`src/rtl/ct_had_pkg.sv`:
```
// Shared HAD definitions: DDC controller state encoding, store size and
// counter widths, plus state-class helpers used by the DDC control logic.
package ct_had_pkg;

  // Bytes advanced in DADDR per completed store.
  localparam int unsigned DDC_STORE_SIZE = 8;
  // Width of the completed-store counter.
  localparam int unsigned DDC_CNT_W      = 16;

  typedef enum logic [3:0] {
    DDC_IDLE   = 4'd0,
    DDC_A_ISS  = 4'd1,
    DDC_A_WT   = 4'd2,
    DDC_D_WAIT = 4'd3,
    DDC_D_ISS  = 4'd4,
    DDC_D_WT   = 4'd5,
    DDC_S_ISS  = 4'd6,
    DDC_S_WT   = 4'd7,
    DDC_ERR    = 4'd8
  } ddc_state_t;

  // Instruction-issue states (one cycle each).
  function automatic logic ddc_is_iss(input ddc_state_t s);
    return (s == DDC_A_ISS) || (s == DDC_D_ISS) || (s == DDC_S_ISS);
  endfunction

  // Waiting-for-retire states.
  function automatic logic ddc_is_wt(input ddc_state_t s);
    return (s == DDC_A_WT) || (s == DDC_D_WT) || (s == DDC_S_WT);
  endfunction

endpackage

```
`src/rtl/ct_had_ddc_tout.sv`:
```
// Wait-state timeout counter for the DDC controller.
// Ports: cpuclk/cpurst_b clock and async active-low reset; i_clr clears the
// count; i_inc advances it; o_expire_c flags that this increment reaches
// all-ones.
module ct_had_ddc_tout #(
  parameter int unsigned TOUT_W = 8
) (
  input  logic cpuclk,
  input  logic cpurst_b,
  input  logic i_clr,
  input  logic i_inc,
  output logic o_expire_c
);

  // Count value one below all-ones: incrementing from here reaches all-ones.
  localparam logic [TOUT_W-1:0] LAST_M1 = {{(TOUT_W-1){1'b1}}, 1'b0};

  logic [TOUT_W-1:0] r_cnt;

  // Counter register.
  always_ff @(posedge cpuclk or negedge cpurst_b) begin
    if (!cpurst_b) begin
      r_cnt <= '0;
    end else if (i_clr) begin
      r_cnt <= '0;
    end else if (i_inc) begin
      r_cnt <= r_cnt + TOUT_W'(1);
    end
  end

  assign o_expire_c = i_inc && (r_cnt == LAST_M1);

endmodule

```
`src/rtl/ct_had_ddc_ctrl.sv`:
```
// DDC (debug direct copy) controller: sequences address load, data load and
// store instructions injected into the core from JTAG DADDR/DDATA writes.
// Ports: cpuclk/cpurst_b clock and async active-low reset; hcr_ddc_en mode
// enable; x_sm_xx_update_dr_en with ir_xx_daddr/ddata_reg_sel form the
// register-write strobes; rtu_had_inst_retire/expt report the injected
// instruction result; ddc_ctrl_dp_* steer the datapath; ddc_xx_update_ir
// launches an instruction; ddc_regs_* report busy, sticky error/overrun and
// completed store count.
module ct_had_ddc_ctrl
  import ct_had_pkg::*;
#(
  parameter int unsigned TOUT_W = 8
) (
  input  logic                 cpuclk,
  input  logic                 cpurst_b,
  input  logic                 hcr_ddc_en,
  input  logic                 x_sm_xx_update_dr_en,
  input  logic                 ir_xx_daddr_reg_sel,
  input  logic                 ir_xx_ddata_reg_sel,
  input  logic                 rtu_had_inst_retire,
  input  logic                 rtu_had_inst_expt,
  output logic                 ddc_ctrl_dp_addr_sel,
  output logic                 ddc_ctrl_dp_data_sel,
  output logic                 ddc_ctrl_dp_addr_gen,
  output logic                 ddc_xx_update_ir,
  output logic                 ddc_regs_busy,
  output logic                 ddc_regs_err,
  output logic                 ddc_regs_ovf,
  output logic [DDC_CNT_W-1:0] ddc_regs_cnt
);

  ddc_state_t           r_state;
  ddc_state_t           w_next;
  logic                 w_daddr_wr;
  logic                 w_ddata_wr;
  logic                 w_err_set;
  logic                 w_store_done;
  logic                 w_start;
  logic                 w_ovf_set;
  logic                 w_tout;
  logic                 r_addr_sel;
  logic                 r_data_sel;
  logic                 r_addr_gen;
  logic                 r_update_ir;
  logic                 r_busy;
  logic                 r_err;
  logic                 r_ovf;
  logic [DDC_CNT_W-1:0] r_cnt;

  ct_had_ddc_tout #(.TOUT_W(TOUT_W)) u_tout (
    .cpuclk     (cpuclk),
    .cpurst_b   (cpurst_b),
    .i_clr      (ddc_is_iss(r_state)),
    .i_inc      (ddc_is_wt(r_state)),
    .o_expire_c (w_tout)
  );

  // Next-state decode; disabling DDC mode overrides everything.
  always_comb begin
    w_daddr_wr   = x_sm_xx_update_dr_en & ir_xx_daddr_reg_sel;
    w_ddata_wr   = x_sm_xx_update_dr_en & ir_xx_ddata_reg_sel;
    w_next       = r_state;
    w_err_set    = 1'b0;
    w_store_done = 1'b0;
    if (!hcr_ddc_en) begin
      w_next = DDC_IDLE;
    end else begin
      case (r_state)
        DDC_IDLE:   if (w_daddr_wr) w_next = DDC_A_ISS;
        DDC_A_ISS:  w_next = DDC_A_WT;
        DDC_D_ISS:  w_next = DDC_D_WT;
        DDC_S_ISS:  w_next = DDC_S_WT;
        DDC_A_WT, DDC_D_WT, DDC_S_WT: begin
          // Exception beats retire; retire beats timeout.
          if (rtu_had_inst_expt) begin
            w_next    = DDC_ERR;
            w_err_set = 1'b1;
          end else if (rtu_had_inst_retire) begin
            case (r_state)
              DDC_A_WT: w_next = DDC_D_WAIT;
              DDC_D_WT: w_next = DDC_S_ISS;
              default: begin
                w_next       = DDC_D_WAIT;
                w_store_done = 1'b1;
              end
            endcase
          end else if (w_tout) begin
            w_next    = DDC_ERR;
            w_err_set = 1'b1;
          end
        end
        DDC_D_WAIT: begin
          if (w_daddr_wr)      w_next = DDC_A_ISS;
          else if (w_ddata_wr) w_next = DDC_D_ISS;
        end
        DDC_ERR:    w_next = DDC_ERR;
        default:    w_next = DDC_IDLE;
      endcase
    end
    w_start   = (r_state == DDC_IDLE) && (w_next == DDC_A_ISS);
    w_ovf_set = (ddc_is_iss(r_state) || ddc_is_wt(r_state)) && (w_daddr_wr || w_ddata_wr);
  end

  // State and registered outputs; outputs decoded from next state so they
  // line up with the state they describe.
  always_ff @(posedge cpuclk or negedge cpurst_b) begin
    if (!cpurst_b) begin
      r_state     <= DDC_IDLE;
      r_addr_sel  <= 1'b0;
      r_data_sel  <= 1'b0;
      r_addr_gen  <= 1'b0;
      r_update_ir <= 1'b0;
      r_busy      <= 1'b0;
      r_err       <= 1'b0;
      r_ovf       <= 1'b0;
      r_cnt       <= '0;
    end else begin
      r_state     <= w_next;
      r_update_ir <= ddc_is_iss(w_next);
      r_addr_sel  <= (w_next == DDC_A_ISS) || (w_next == DDC_A_WT);
      r_data_sel  <= (w_next == DDC_D_ISS) || (w_next == DDC_D_WT);
      r_busy      <= !((w_next == DDC_IDLE) || (w_next == DDC_D_WAIT) || (w_next == DDC_ERR));
      r_addr_gen  <= w_store_done;
      if (w_start)        r_err <= 1'b0;
      else if (w_err_set) r_err <= 1'b1;
      if (w_start)        r_ovf <= 1'b0;
      else if (w_ovf_set) r_ovf <= 1'b1;
      if (w_start)           r_cnt <= '0;
      else if (w_store_done) r_cnt <= r_cnt + DDC_CNT_W'(1);
    end
  end

  assign ddc_ctrl_dp_addr_sel = r_addr_sel;
  assign ddc_ctrl_dp_data_sel = r_data_sel;
  assign ddc_ctrl_dp_addr_gen = r_addr_gen;
  assign ddc_xx_update_ir     = r_update_ir;
  assign ddc_regs_busy        = r_busy;
  assign ddc_regs_err         = r_err;
  assign ddc_regs_ovf         = r_ovf;
  assign ddc_regs_cnt         = r_cnt;

endmodule

```
`config.mk`:
```
export PLATFORM = sky130hd
export DESIGN_NAME = ct_had_ddc_ctrl
export DESIGN_NICKNAME = d
export VERILOG_FILES = /design/src/rtl/ct_had_pkg.sv /design/src/rtl/ct_had_ddc_tout.sv /design/src/rtl/ct_had_ddc_ctrl.sv
export SDC_FILE = /design/constraint.sdc
export NUM_CORES = 1
export LEC_CHECK = 0
export ABC_AREA = 0
export BUFFER_PORTS_ARGS = -buffer_cell sky130_fd_sc_hd__buf_2
export CAP_MARGIN = 20
export CORE_MARGIN = 2
export CORE_UTILIZATION = 55
export CTS_CLUSTER_SIZE = 28
export DETAILED_ROUTE_END_ITERATION = 8
export PLACE_DENSITY = 0.78
export SLEW_MARGIN = 15
export SYNTH_ARGS = -nofsm -noshare
export SYNTH_HDL_FRONTEND = slang
export SYNTH_SLANG_ARGS = --single-unit
```
`constraint.sdc`:
```
create_clock -name cpuclk -period 2.3 [get_ports cpuclk]
set_input_delay 0.115 -clock cpuclk [delete_from_list [all_inputs] [get_ports cpuclk]]
set_output_delay 0.115 -clock cpuclk [all_outputs]
set_load 0.005 [all_outputs]
```
# --- Yosys cells after proc, flatten, opt, wreduce, memory -nomap -nowiden ---
# Cells that the tools add are included.
op_classes:
  eq_ne: 16
  n_reduce_logical: 24
  n_mux: 27
  n_bitwise: 2
  add_sub_neg: 2
ops:
  columns: ["operator", "n"]
  rows:
  - ["16-bit 2-to-1 mux", 2]
  - ["4-bit by 3-bit == test with 1-bit output, second input constant", 7]
  - ["4-bit 2-to-1 mux", 7]
  - ["4-bit one-hot mux with 7 select lines", 1]
  - ["16-bit by 1-bit adder with 16-bit output, second input constant", 1]
  - ["4-bit by 2-bit == test with 1-bit output, second input constant", 4]
  - ["8-bit 2-to-1 mux", 2]
  - ["1-bit 2-to-1 mux", 14]
  - ["1-bit logical OR", 12]
  - ["8-bit by 1-bit adder with 8-bit output, second input constant", 1]
  - ["4-bit by 1-bit == test with 1-bit output, second input constant", 2]
  - ["4-bit == test, second input constant", 2]
  - ["8-bit == test, second input constant", 1]
  - ["4-bit zero test", 2]
  - ["2-bit nonzero test", 4]
  - ["1-bit logical AND", 3]
  - ["3-bit 2-to-1 mux", 1]
  - ["3-bit OR reduction", 1]
  - ["1-bit bitwise AND", 2]
  - ["2-bit OR reduction", 1]
  - ["1-bit zero test", 1]
totals:
  input_bits: 8
  output_inout_bits: 23
  ff_bits: 35

# --- Depth between registers and ports, before layout ---
# Gate-level depths: netlist of run 1.
depth:
  word_depth: 13
  ltp_mapped: 8
  mapped_depth_nobuf: 7

# --- By module ---
# From an unflattened synthesis of run 1, not the netlist that was laid out.
unflattened:
  hier_cells: 196
  hier_area_um2: 1986.9
modules_own_cells:
  columns: ["module", "n_inst", "cells_per_inst", "area_per_inst_um2", "seq_area_each_um2"]
  rows:
  - ["ct_had_ddc_ctrl", 1, 155, 1575.3, 675.6]
  - ["ct_had_ddc_tout", 1, 41, 411.6, 200.2]

# --- Worst setup path after synthesis of run 1 ---
# No wires, ideal clock.
synth_timing:
  path_type: "flip-flop to flip-flop"
  from: "reg r_state[2]"
  to: "reg r_addr_sel (netlist: ddc_ctrl_dp_addr_sel)"
  path_slack_ps: 256
  synth_period_minus_slack_ps: 2044
  stages_incl_launch_ff: 7
  setup_time_ps: 111
  arrival_ps: 1933
  cell_sequence: "dfrtp_1 > buf_6 > or3b_4 > o22a_1 > o32a_2 > or3_4 > a2111oi_2"
synth_via:
  elab_chain_len: 11
synth_rtl:
  columns: ["element", "line", "text"]
  rows:
  - ["start: declaration", "ct_had_ddc_ctrl.sv:32", "ddc_state_t r_state;"]
  - ["start signal: assignment", "ct_had_ddc_ctrl.sv:118", "r_state <= w_next;"]
  - ["4-bit by 2-bit == test with 1-bit output / 4-bit by 3-bit == test with 1-bit output (equally long branches)", "ct_had_pkg.sv:29, ct_had_ddc_ctrl.sv:68, ct_had_ddc_ctrl.sv:79", null]
  - ["1-bit logical OR (2 in series)", "ct_had_pkg.sv:29", "return (s == DDC_A_WT) || (s == DDC_D_WT) || (s == DDC_S_WT);"]
  - ["1-bit logical AND", "ct_had_ddc_tout.sv:31", "assign o_expire_c = i_inc && (r_cnt == LAST_M1);"]
  - ["4-bit 2-to-1 mux", "ct_had_ddc_ctrl.sv:87", "end else if (w_tout) begin"]
  - ["4-bit 2-to-1 mux", "ct_had_ddc_ctrl.sv:78", "end else if (rtu_had_inst_retire) begin"]
  - ["4-bit 2-to-1 mux", "ct_had_ddc_ctrl.sv:75", "if (rtu_had_inst_expt) begin"]
  - ["4-bit one-hot mux with 7 select lines *", "ct_had_ddc_ctrl.sv:68", "case (r_state)"]
  - ["4-bit 2-to-1 mux *", "ct_had_ddc_ctrl.sv:65", "if (!hcr_ddc_en) begin"]
  - ["4-bit by 1-bit == test with 1-bit output / 4-bit by 2-bit == test with 1-bit output (equally long branches)", "ct_had_ddc_ctrl.sv:120", "r_addr_sel <= (w_next == DDC_A_ISS) || (w_next == DDC_A_WT);"]
  - ["1-bit logical OR *", "ct_had_ddc_ctrl.sv:120", null]
  - ["end signal: assignment", "ct_had_ddc_ctrl.sv:120", null]
  - ["end: declaration", "ct_had_ddc_ctrl.sv:41", "logic r_addr_sel;"]
# Mark *: on every way between the ends. The rest lies on a longest branch, timed or not.
# A chain may end at the register's enable or synchronous reset.

# --- Final worst setup path of run 1 ---
layout_timing:
  from: "reg r_state[0]"
  to: "reg r_addr_sel (netlist: ddc_ctrl_dp_addr_sel)"
# The elaborated chain is that of the path after synthesis.

==> results.json, run 1 <==
{
  "status": "finished, final reports clean",
  "clockBufferDepth": 2,
  "synthMuxAreaShare": 0.00536,
  "drc": 0,
  "cts_tree": "done",
  "synthesis.area_mm2": 0.00187,
  "clk_latency_ns": 0.34,
  "peakVddDrop_mv": 0.401,
  "htreeDepth": 2,
  "place_ws_ns": 0.239,
  "placementRows": 21,
  "grt_pass1_vias": 1503,
  "gp_congestion": 0.822,
  "yosys_warnings": 0,
  "post_cts_buffers": 0,
  "final.setup.tns_ns": 0,
  "diodes": 0,
  "area_delta_synth_final_pct": 16.3,
  "hold_violations": 0,
  "final_common_cell": "dfrtp_1",
  "p_per_area_mw_per_mm2": 563,
  "cp-end-kind": "register",
  "die_x_um": 62.3,
  "fin_hold_ws_ns": 0.0810,
  "cts_buffers": 5,
  "timing.final.crit_period_ns": 2.08,
  "track_usage": 0.221,
  "io_buffers": 30,
  "synthSimpleGateAreaFrac": 0.272,
  "finClkSkew_ns": 0.00279,
  "synth_edf_count": 0,
  "grt_overflow": 0,
  "cp_max_fo": 11,
  "yosysSeqAreaShare": 0.469,
  "grt_pass1_wl_um": 6720,
  "synthAdderAreaFrac": 0.0201,
  "relSlewSlack": 0.502,
  "wl_per_cell_um": 13.5,
  "crit_required_ns": 2.54,
  "start_util": 0.564,
  "tightest_slew_ns": 0.747,
  "crit_type": "reg2reg",
  "syn-instance-count": 196,
  "syn-num-nets": 207,
  "drt_pre_antenna_iters": 6,
  "ys.flop_type": "dfrtp_1",
  "layout_common_cells": "dfrtp_1, nor2_1, buf_2, xnor2_1, nand2_1",
  "antenna_found_initial": 0,
  "die_h_um": 62.3,
  "ant_nets": 0,
  "vias": 1566,
  "fp.dieArea_mm2": 0.00388,
  "cp.arrival_ns": 2.32,
  "critical_path.max_stage_delay_ns": 0.49,
  "finalSetupViolCount": 0,
  "rsz0062_at_grt": "false",
  "slew_viol_final": 0,
  "synth_top_family_by_area": "simple AND/OR/NAND/NOR gates",
  "path_cells": "or3b_4, o22a_1, o32a_2, or3_4, a2111oi_2",
  "synth_compound_area_frac": 0.0985,
  "cpMaxStageDelayCell": "dfrtp_1",
  "nets": 246,
  "dr.first_iter.drc_count": 112,
  "syn_avg_cell_area_um2": 9.53,
  "ys_types": 44,
  "grt_max_degree": 36,
  "core_mm2": 0.00331,
  "ys_seq_elements": 35,
  "hold_path.class": "in2reg",
  "crit_path_start_kind": "register",
  "via_per_inst": 5.55,
  "synthArstFlopShare": 1.00,
  "dp_hpwl_um": 2760,
  "fin_ws_ns": 0.218,
  "routed_wl_um": 3800,
  "numClockSinks": 35,
  "synthXorXnorAreaFrac": 0.103,
  "cts_root_buffer": "clkbuf_4",
  "fmax_ghz": 0.480,
  "period_share": 0.905,
  "post_route_cells_drive_above_1_share": 0.212,
  "p_leak_nw": 1.05,
  "clk_pin_slew_ns": 0.10,
  "cap_viol_max_count": 0,
  "ios": 31,
  "fillers": 297
}
-- synthesized netlist by cell type, drive strengths merged, types with 4 or more instances --
cell / count / area (um^2)
dfrtp: 35 / 876
nor2: 33 / 124
xnor2: 17 / 149
nand2: 15 / 56.3
nor3: 9 / 56.3
a21oi: 7 / 35.0
inv: 7 / 26.3
nand3: 7 / 35.0
nor2b: 7 / 43.8
nand4: 6 / 37.5
xor2: 5 / 43.8
buf: 4 / 26.3
-- what timing repair did --
action,4_1_cts,5_1_grt
hold endpoints to repair,35,0
hold buffers,1,0
resized for setup,0,0
-- final cells by class --
type	instances	area [um^2]	area share
flip-flops and latches	35	876	0.403
clock buffers	8	68.8	0.0317
multi-input cells	148	932	0.429
repair buffers	38	213	0.0979
inverters	7	26.3	0.0121
well taps	46	57.6	0.0265
-- stage by stage --
| step | utilization | cells | instance area, um^2 | total power [mW] |
|---|---|---|---|---|
| 2_1_floorplan | - | 196 | 1870 | 0.784 |
| 3_3_place_gp | 0.633 | 273 | 2090 | 0.846 |
| 3_5_place_dp | 0.633 | 273 | 2090 | 0.855 |
| 4_1_cts | 0.656 | 282 | 2170 | 1.23 |
| 5_1_grt | 0.656 | 282 | 2170 | 1.29 |
| 6_report | 0.656 | 282 | 2170 | 1.22 |
-- final timing paths --
kind / from / endpoint / slack (ns) / depth (start not counted)
worst max-delay path: r_state[0]$_DFF_PN0_ / ddc_ctrl_dp_addr_sel$_DFF_PN0_ / 0.22 / 5
worst min-delay path: hcr_ddc_en / ddc_regs_err$_DFFE_PN0P_ / 0.08 / 3
worst max register to register: r_state[0]$_DFF_PN0_ / ddc_ctrl_dp_addr_sel$_DFF_PN0_ / 0.22 / 5
worst min register to register: ddc_regs_err$_DFFE_PN0P_ / ddc_regs_err$_DFFE_PN0P_ / 0.51 / 2
max in group asynchronous: cpurst_b / ddc_regs_cnt[3]$_DFFE_PN0P_ / 1.46 / 2
min in group asynchronous: cpurst_b / ddc_regs_cnt[11]$_DFFE_PN0P_ / 0.37 / 2
-- kinds of logic (layout without fill, tap and decap cells) --
kind of cell	Yosys count	in the layout
buffers and inverters	13	53
multiplexers	1	1
AO/OA/AOI/OAI	25	25
AND/OR/NAND/NOR	97	97
flip-flops	35	35
adder cells (fa/ha/maj)	3	3
XOR/XNOR	22	22
-- per-layer routing --
metal / track usage / wire [um]
met5: 0 / 0
met4: 0.0944 / 70
met3: 0.0489 / 186
met2: 0.365 / 1900
met1: 0.281 / 1640
-- where the power goes --
group	switching (mW)	total [mW]	internal [mW]	leakage [nW]
Sequential	0.0308	0.679	0.648	0.483
Combinational	0.0914	0.164	0.0726	0.530
Clock	0.201	0.380	0.180	0.0386
-- sequential cells by signal, summed over array words and instances (netlist names) --
name,count
ddc_regs_err,1
r_state,4
ddc_ctrl_dp_addr_gen,1
ddc_xx_update_ir,1
ddc_regs_busy,1
ddc_ctrl_dp_data_sel,1
u_tout.r_cnt,8
ddc_regs_ovf,1
ddc_regs_cnt,16
ddc_ctrl_dp_addr_sel,1
-- critical path: cells and delay by family, from the launching register on --
kind / cells / cell delay, ns
compound gates: 3 / 0.65
flops: 1 / 0.49
simple gates: 2 / 0.85
Power figures use the tool's default switching activity.
==> run 2, diff against run 1 <==
==> constraint.sdc (replaced) <==
create_clock -name cpuclk -period 2.3 [get_ports cpuclk]
set_input_delay 0.46 -clock cpuclk [delete_from_list [all_inputs] [get_ports cpuclk]]
set_output_delay 0.46 -clock cpuclk [all_outputs]
set_load 0.005 [all_outputs]
==> run 2 against run 1 <==
Net effect:
- register-to-register slack got worse by 0.02 ns
- power decreased by 6.3%
- global-route usage decreased by 0.58 points
- highest routed layer unchanged
- wire length decreased by 1.6%
- flip-flop and latch count unchanged
==> results.json, run 2 (synthesis gave the netlist of run 1 again) <==
{
  "wl_per_cell_um": 13.3,
  "path_cells": "or3b_4, o22a_1, o32a_2, or3_4, a2111oi_2",
  "rsz0062_at_grt": "false",
  "ant_nets": 0,
  "fin_util": 0.648,
  "grt_overflow": 0,
  "post_route_cells_drive_above_1_share": 0.209,
  "diodes": 0,
  "vias": 1527,
  "cts.repair.resized": 0,
  "p_per_area_mw_per_mm2": 534,
  "cap_viol_max_count": 0,
  "clk_latency_ns": 0.33,
  "dp_hpwl_um": 2710,
  "cp-end-kind": "register",
  "final.setup.tns_ns": 0,
  "status": "finished, final reports clean",
  "clockBufferDepth": 2,
  "die_h_um": 62.3,
  "finClkSkew_ns": 0.00495,
  "hold_path.class": "in2async",
  "tightest_slew_ns": 0.748,
  "htreeDepth": 2,
  "gp_congestion": 0.913,
  "cpMaxStageDelayCell": "dfrtp_1",
  "grt_pass1_vias": 1501,
  "grt_pass1_wl_um": 6620,
  "dp.cells": 273,
  "crit_required_ns": 2.54,
  "fmax_ghz": 0.476,
  "nets": 245,
  "peakVddDrop_mv": 0.402,
  "cts_root_buffer": "clkbuf_4",
  "largest_reg_flops": 16,
  "period_share": 0.914,
  "hold_violations": 0,
  "dr_wl_met2_um": 1750,
  "clk_pin_slew_ns": 0.10,
  "relSlewSlack": 0.502,
  "die_x_um": 62.3,
  "cts_buffers": 5,
  "core_mm2": 0.00331,
  "wl_met3_um": 227,
  "power_mw": 1.15,
  "p_leak_nw": 1.04,
  "post_cts_buffers": 0,
  "antenna_found_initial": 0,
  "critical_path.max_stage_delay_ns": 0.50,
  "cp.arrival_ns": 2.34,
  "slew_viol_final": 0,
  "stdcell_count": 281,
  "placementRows": 21,
  "crit_path_start_kind": "register",
  "finalSetupViolCount": 0,
  "routed_wl_um": 3750,
  "numClockSinks": 35,
  "via_per_inst": 5.43,
  "placed_area_mm2": 0.00209,
  "cts_tree": "done",
  "layout_common_cells": "dfrtp_1, nor2_1, buf_2, xnor2_1, nand2_1",
  "fp.dieArea_mm2": 0.00388,
  "start_util": 0.564,
  "final_common_cell": "dfrtp_1",
  "drc": 0,
  "io_buffers": 30,
  "dr.first_iter.drc_count": 73,
  "crit_type": "reg2reg",
  "fin_hold_ws_ns": 0.181,
  "drt_pre_antenna_iters": 4,
  "fillers": 299,
  "area_delta_synth_final_pct": 14.8,
  "timing.final.crit_period_ns": 2.10,
  "met1_length_um": 1670,
  "cp_max_fo": 11,
  "fin_ws_ns": 0.198,
  "final_cell_area_mm2": 0.00214,
  "ios": 31,
  "highest_layer": "met4",
  "grt_max_degree": 36,
  "holdBufCountCts": 0,
  "track_usage": 0.215,
  "place_ws_ns": 0.225
}
==> run 2: cell count changes in the layout (fill, tap and decap cells not counted) <==
cell	change
clkinv_2	+1
dlygate4sd3_1	-1
clkbuf_8	-2
clkbuf_1	+1
==> run 2: path summary, 6_finish.rpt <==
| path | cells after the start | end | slack (ns) | startpoint |
|---|---|---|---|---|
| min in group cpuclk | 3 | ddc_regs_err$_DFFE_PN0P_ | 0.42 | hcr_ddc_en |
| min reg2reg | 2 | ddc_regs_err$_DFFE_PN0P_ | 0.51 | ddc_regs_err$_DFFE_PN0P_ |
| max in group asynchronous | 1 | ddc_regs_cnt[3]$_DFFE_PN0P_ | 1.64 | cpurst_b |
| max reg2reg | 5 | ddc_ctrl_dp_addr_sel$_DFF_PN0_ | 0.20 | r_state[0]$_DFF_PN0_ |
| min | 1 | ddc_regs_err$_DFFE_PN0P_ | 0.18 | cpurst_b |
| max | 5 | ddc_ctrl_dp_addr_sel$_DFF_PN0_ | 0.20 | r_state[0]$_DFF_PN0_ |
==> run 2: final cells by class <==
cell class	instances	area, um^2	share of cell area
Sequential cell	35	876	0.408
Multi-Input combinational cell	148	932	0.435
Tap cell	46	57.6	0.0268
Clock inverter	1	5.00	0.00233
Inverter	7	26.3	0.0123
Clock buffer	7	45.0	0.0210
Timing Repair Buffer	37	203	0.0945
==> run 2: critical path, delay by kind of cell, from the launching register on <==
kind,cells,cell delay (ns)
flip-flops,1,0.50
AND/OR/NAND/NOR,2,0.86
AO/OA/AOI/OAI,3,0.65
==> run 2: power breakdown <==
group / total, mW / internal (mW) / switching (mW)
Sequential: 0.677 / 0.648 / 0.0286
Clock: 0.312 / 0.119 / 0.193
Combinational: 0.157 / 0.0703 / 0.0869
Total: 1.15 / 0.837 / 0.309
==> run 2: layer usage <==
metal / track usage / up-vias
met3: 0.0525 / 11
li1: - / 754
met5: 0 / -
met1: 0.278 / 715
met2: 0.351 / 47
met4: 0.0861 / 0
==> run 3, diff against run 2 <==
--- a/config.mk
+++ b/config.mk
@@ -5,14 +5,14 @@
 export SDC_FILE = /design/constraint.sdc
 export NUM_CORES = 1
 export LEC_CHECK = 0
-export ABC_AREA = 0
+export ABC_AREA = 1
 export BUFFER_PORTS_ARGS = -buffer_cell sky130_fd_sc_hd__buf_2
 export CAP_MARGIN = 20
 export CORE_MARGIN = 2
-export CORE_UTILIZATION = 55
+export CORE_UTILIZATION = 56
 export CTS_CLUSTER_SIZE = 28
 export DETAILED_ROUTE_END_ITERATION = 8
-export PLACE_DENSITY = 0.78
+export PLACE_DENSITY = 0.79
 export SLEW_MARGIN = 15
 export SYNTH_ARGS = -nofsm -noshare
 export SYNTH_HDL_FRONTEND = slang
==> run 3 against run 2 <==
Net effect:
- clock power rose by 4%
- final cell count rose by 30%
- worst setup slack improved by 0.10 ns
- largest cell class unchanged
- largest power group unchanged
- final area rose by 7.1%
==> results.json, run 3 <==
{
  "vias": 1792,
  "via_per_inst": 4.91,
  "yosys-top-cells-area": "dfrtp_1, nand2_1, inv_1, nor2_1, nand3_1",
  "hold_path.class": "in2async",
  "fin_hold_ws_ns": 0.178,
  "ys_types": 31,
  "p_leak_nw": 1.43,
  "grt_pass1_wl_um": 7250,
  "timing.final.crit_period_ns": 2.00,
  "cp-end-kind": "register",
  "grt_pass1_vias": 1739,
  "crit_path_start_kind": "register",
  "routed_wl_um": 4070,
  "syn-num-nets": 293,
  "rrSetupSlack_ns": 0.30,
  "crit_type": "reg2reg",
  "dp_hpwl_um": 3030,
  "cts_tree": "done",
  "dr.first_iter.drc_count": 75,
  "htreeDepth": 2,
  "r2r_start": "u_tout.r_cnt[0]$_DFFE_PN0P_",
  "yosys.area.top_type": "dfrtp_1",
  "yosysMostFrequentCell": "nand2_1",
  "antenna_found_initial": 0,
  "rsz0062_at_grt": "false",
  "die_h_um": 64.5,
  "clk_pin_slew_ns": 0.11,
  "power_mw": 1.16,
  "synthesis.area_mm2": 0.00205,
  "clockBufferDepth": 2,
  "relSlewSlack": 0.487,
  "start_util": 0.599,
  "core_mm2": 0.00342,
  "final.setup.tns_ns": 0,
  "netlist.area_leader.share": 0.428,
  "worst-r2r-cell-count": 15,
  "ff_latch_area_um2": 876,
  "slew_viol_final": 0,
  "nets": 329,
  "cp.arrival_ns": 2.24,
  "ios": 31,
  "track_usage": 0.226,
  "drt_pre_antenna_iters": 5,
  "ant_nets": 0,
  "r2r-end": "ddc_regs_cnt[14]$_DFFE_PN0P_",
  "layout_common_cells": "nand2_1, inv_1, dfrtp_1, buf_2, nor2_1",
  "grt_overflow": 0,
  "finClkSkew_ns": 0.00934,
  "cts_root_buffer": "clkbuf_4",
  "crit_required_ns": 2.54,
  "peakVddDrop_mv": 0.439,
  "area_delta_synth_final_pct": 12.2,
  "dp.cells": 357,
  "synth_edf_count": 0,
  "cap_viol_max_count": 0,
  "fp.dieArea_mm2": 0.00416,
  "clk_latency_ns": 0.35,
  "placementRows": 21,
  "cts.repair.resized": 0,
  "diodes": 0,
  "post_route_cells_drive_above_1_share": 0.185,
  "finalSetupViolCount": 0,
  "largest_reg_flops": 16,
  "wl_per_cell_um": 11.1,
  "ys.flop_type": "dfrtp_1",
  "cts_buffers": 5,
  "drc": 0,
  "post_cts_buffers": 0,
  "syn_avg_cell_area_um2": 7.26,
  "tightest_slew_ns": 0.769,
  "io_buffers": 30,
  "hold_violations": 0,
  "holdBufCountCts": 0,
  "fmax_ghz": 0.500,
  "syn-instance-count": 282,
  "synthTopCellsByCount": "nand2_1, inv_1, dfrtp_1",
  "period_share": 0.870,
  "p_per_area_mw_per_mm2": 504,
  "numClockSinks": 35,
  "gp_congestion": 0.842,
  "fillers": 296,
  "multi_input_area_um2": 910,
  "cp_max_fo": 3,
  "yosys_warnings": 0,
  "synthArstFlopShare": 1.00,
  "final_common_cell": "nand2_1",
  "grt_max_degree": 36,
  "stdcell_count": 365,
  "yosysSeqAreaShare": 0.428,
  "die_x_um": 64.5,
  "status": "finished, final reports clean",
  "ys_seq_elements": 35
}
==> run 3: cell count changes in the layout (fill, tap and decap cells not counted), sizes merged, moves of 5 or more <==
cell / previous run / this run
nand3: 7 / 17
o21ai: 2 / 11
inv: 7 / 64
nor2: 33 / 28
nor2b: 7 / 0
nand2: 15 / 85
buf: 37 / 31
xnor2: 17 / 3
==> run 3: worst max path at each step <==
stage | from | endpoint | slack (ns)
after detailed placement | u_tout.r_cnt[0]$_DFFE_PN0P_ | ddc_regs_cnt[14]$_DFFE_PN0P_ | 0.32
after CTS | u_tout.r_cnt[0]$_DFFE_PN0P_ | ddc_regs_cnt[14]$_DFFE_PN0P_ | 0.31
after global placement | r_state[2]$_DFF_PN0_ | ddc_regs_cnt[12]$_DFFE_PN0P_ | 0.40
after floorplan | u_tout.r_cnt[0]$_DFFE_PN0P_ | ddc_regs_cnt[6]$_DFFE_PN0P_ | 0.55
final | u_tout.r_cnt[0]$_DFFE_PN0P_ | ddc_regs_cnt[14]$_DFFE_PN0P_ | 0.30
after global routing | u_tout.r_cnt[0]$_DFFE_PN0P_ | ddc_regs_cnt[1]$_DFFE_PN0P_ | 0.12
==> run 3: metrics by stage <==
step                      worst slack, ns  utilization  area (um^2)
final                               0.300        0.672         2300
after global routing                0.118        0.672         2300
after detailed placement            0.318        0.658         2250
after CTS                           0.307        0.672         2300
after global placement              0.398        0.658         2250
after floorplan                     0.550            -         2050
==> run 3: kinds of logic (layout without fill, tap and decap cells) <==
group | Yosys count | in the layout | share of synthesized area
buffers and inverters | 67 | 104 | 0.128
xor gates and xnor gates | 6 | 6 | 0.0257
AOI/OAI and AO/OA | 26 | 26 | 0.0740
and+or+nand+nor | 145 | 145 | 0.326
DFF | 35 | 35 | 0.428
adders and majority gates | 3 | 3 | 0.0183
==> run 3: power breakdown <==
| part | internal (mW) | switching (mW) |
|---|---|---|
| clock network | 0.119 | 0.206 |
| logic | 0.0611 | 0.0995 |
| registers | 0.647 | 0.0242 |
==> run 3: layout make-up <==
| class | instances | area share |
|---|---|---|
| Clock buffer | 7 | 0.0196 |
| Clock inverter | 1 | 0.00218 |
| Inverter | 65 | 0.107 |
| Multi-Input combinational cell | 180 | 0.396 |
| Sequential cell | 35 | 0.381 |
| Tap cell | 46 | 0.0251 |
| Timing Repair Buffer | 31 | 0.0687 |
==> run 3: metal layers <==
metal | vias to the layer above | share of wire | GRT usage | wire [um]
met5 | - | 0 | 0 | 0
met4 | 0 | 0.016 | 0.0851 | 65
met3 | 9 | 0.062 | 0.0573 | 252
met2 | 55 | 0.45 | 0.362 | 1840
met1 | 801 | 0.47 | 0.298 | 1910
li1 | 927 | - | - | -
==> run 3: critical path: stages (launching register included) <==
cell and delay [ns]:
dfrtp_1 0.41, inv_1 0.10, ha_1 0.16, nand2_1 0.05, inv_1 0.05, nand2_1 0.04, nor2_1 0.14, nand3_2 0.10
nand2_1 0.07, nand2_1 0.06, nand2_1 0.06, nand2_1 0.10, nor2_4 0.15, nand2_1 0.09, nor2_1 0.24, nor2_1 0.07
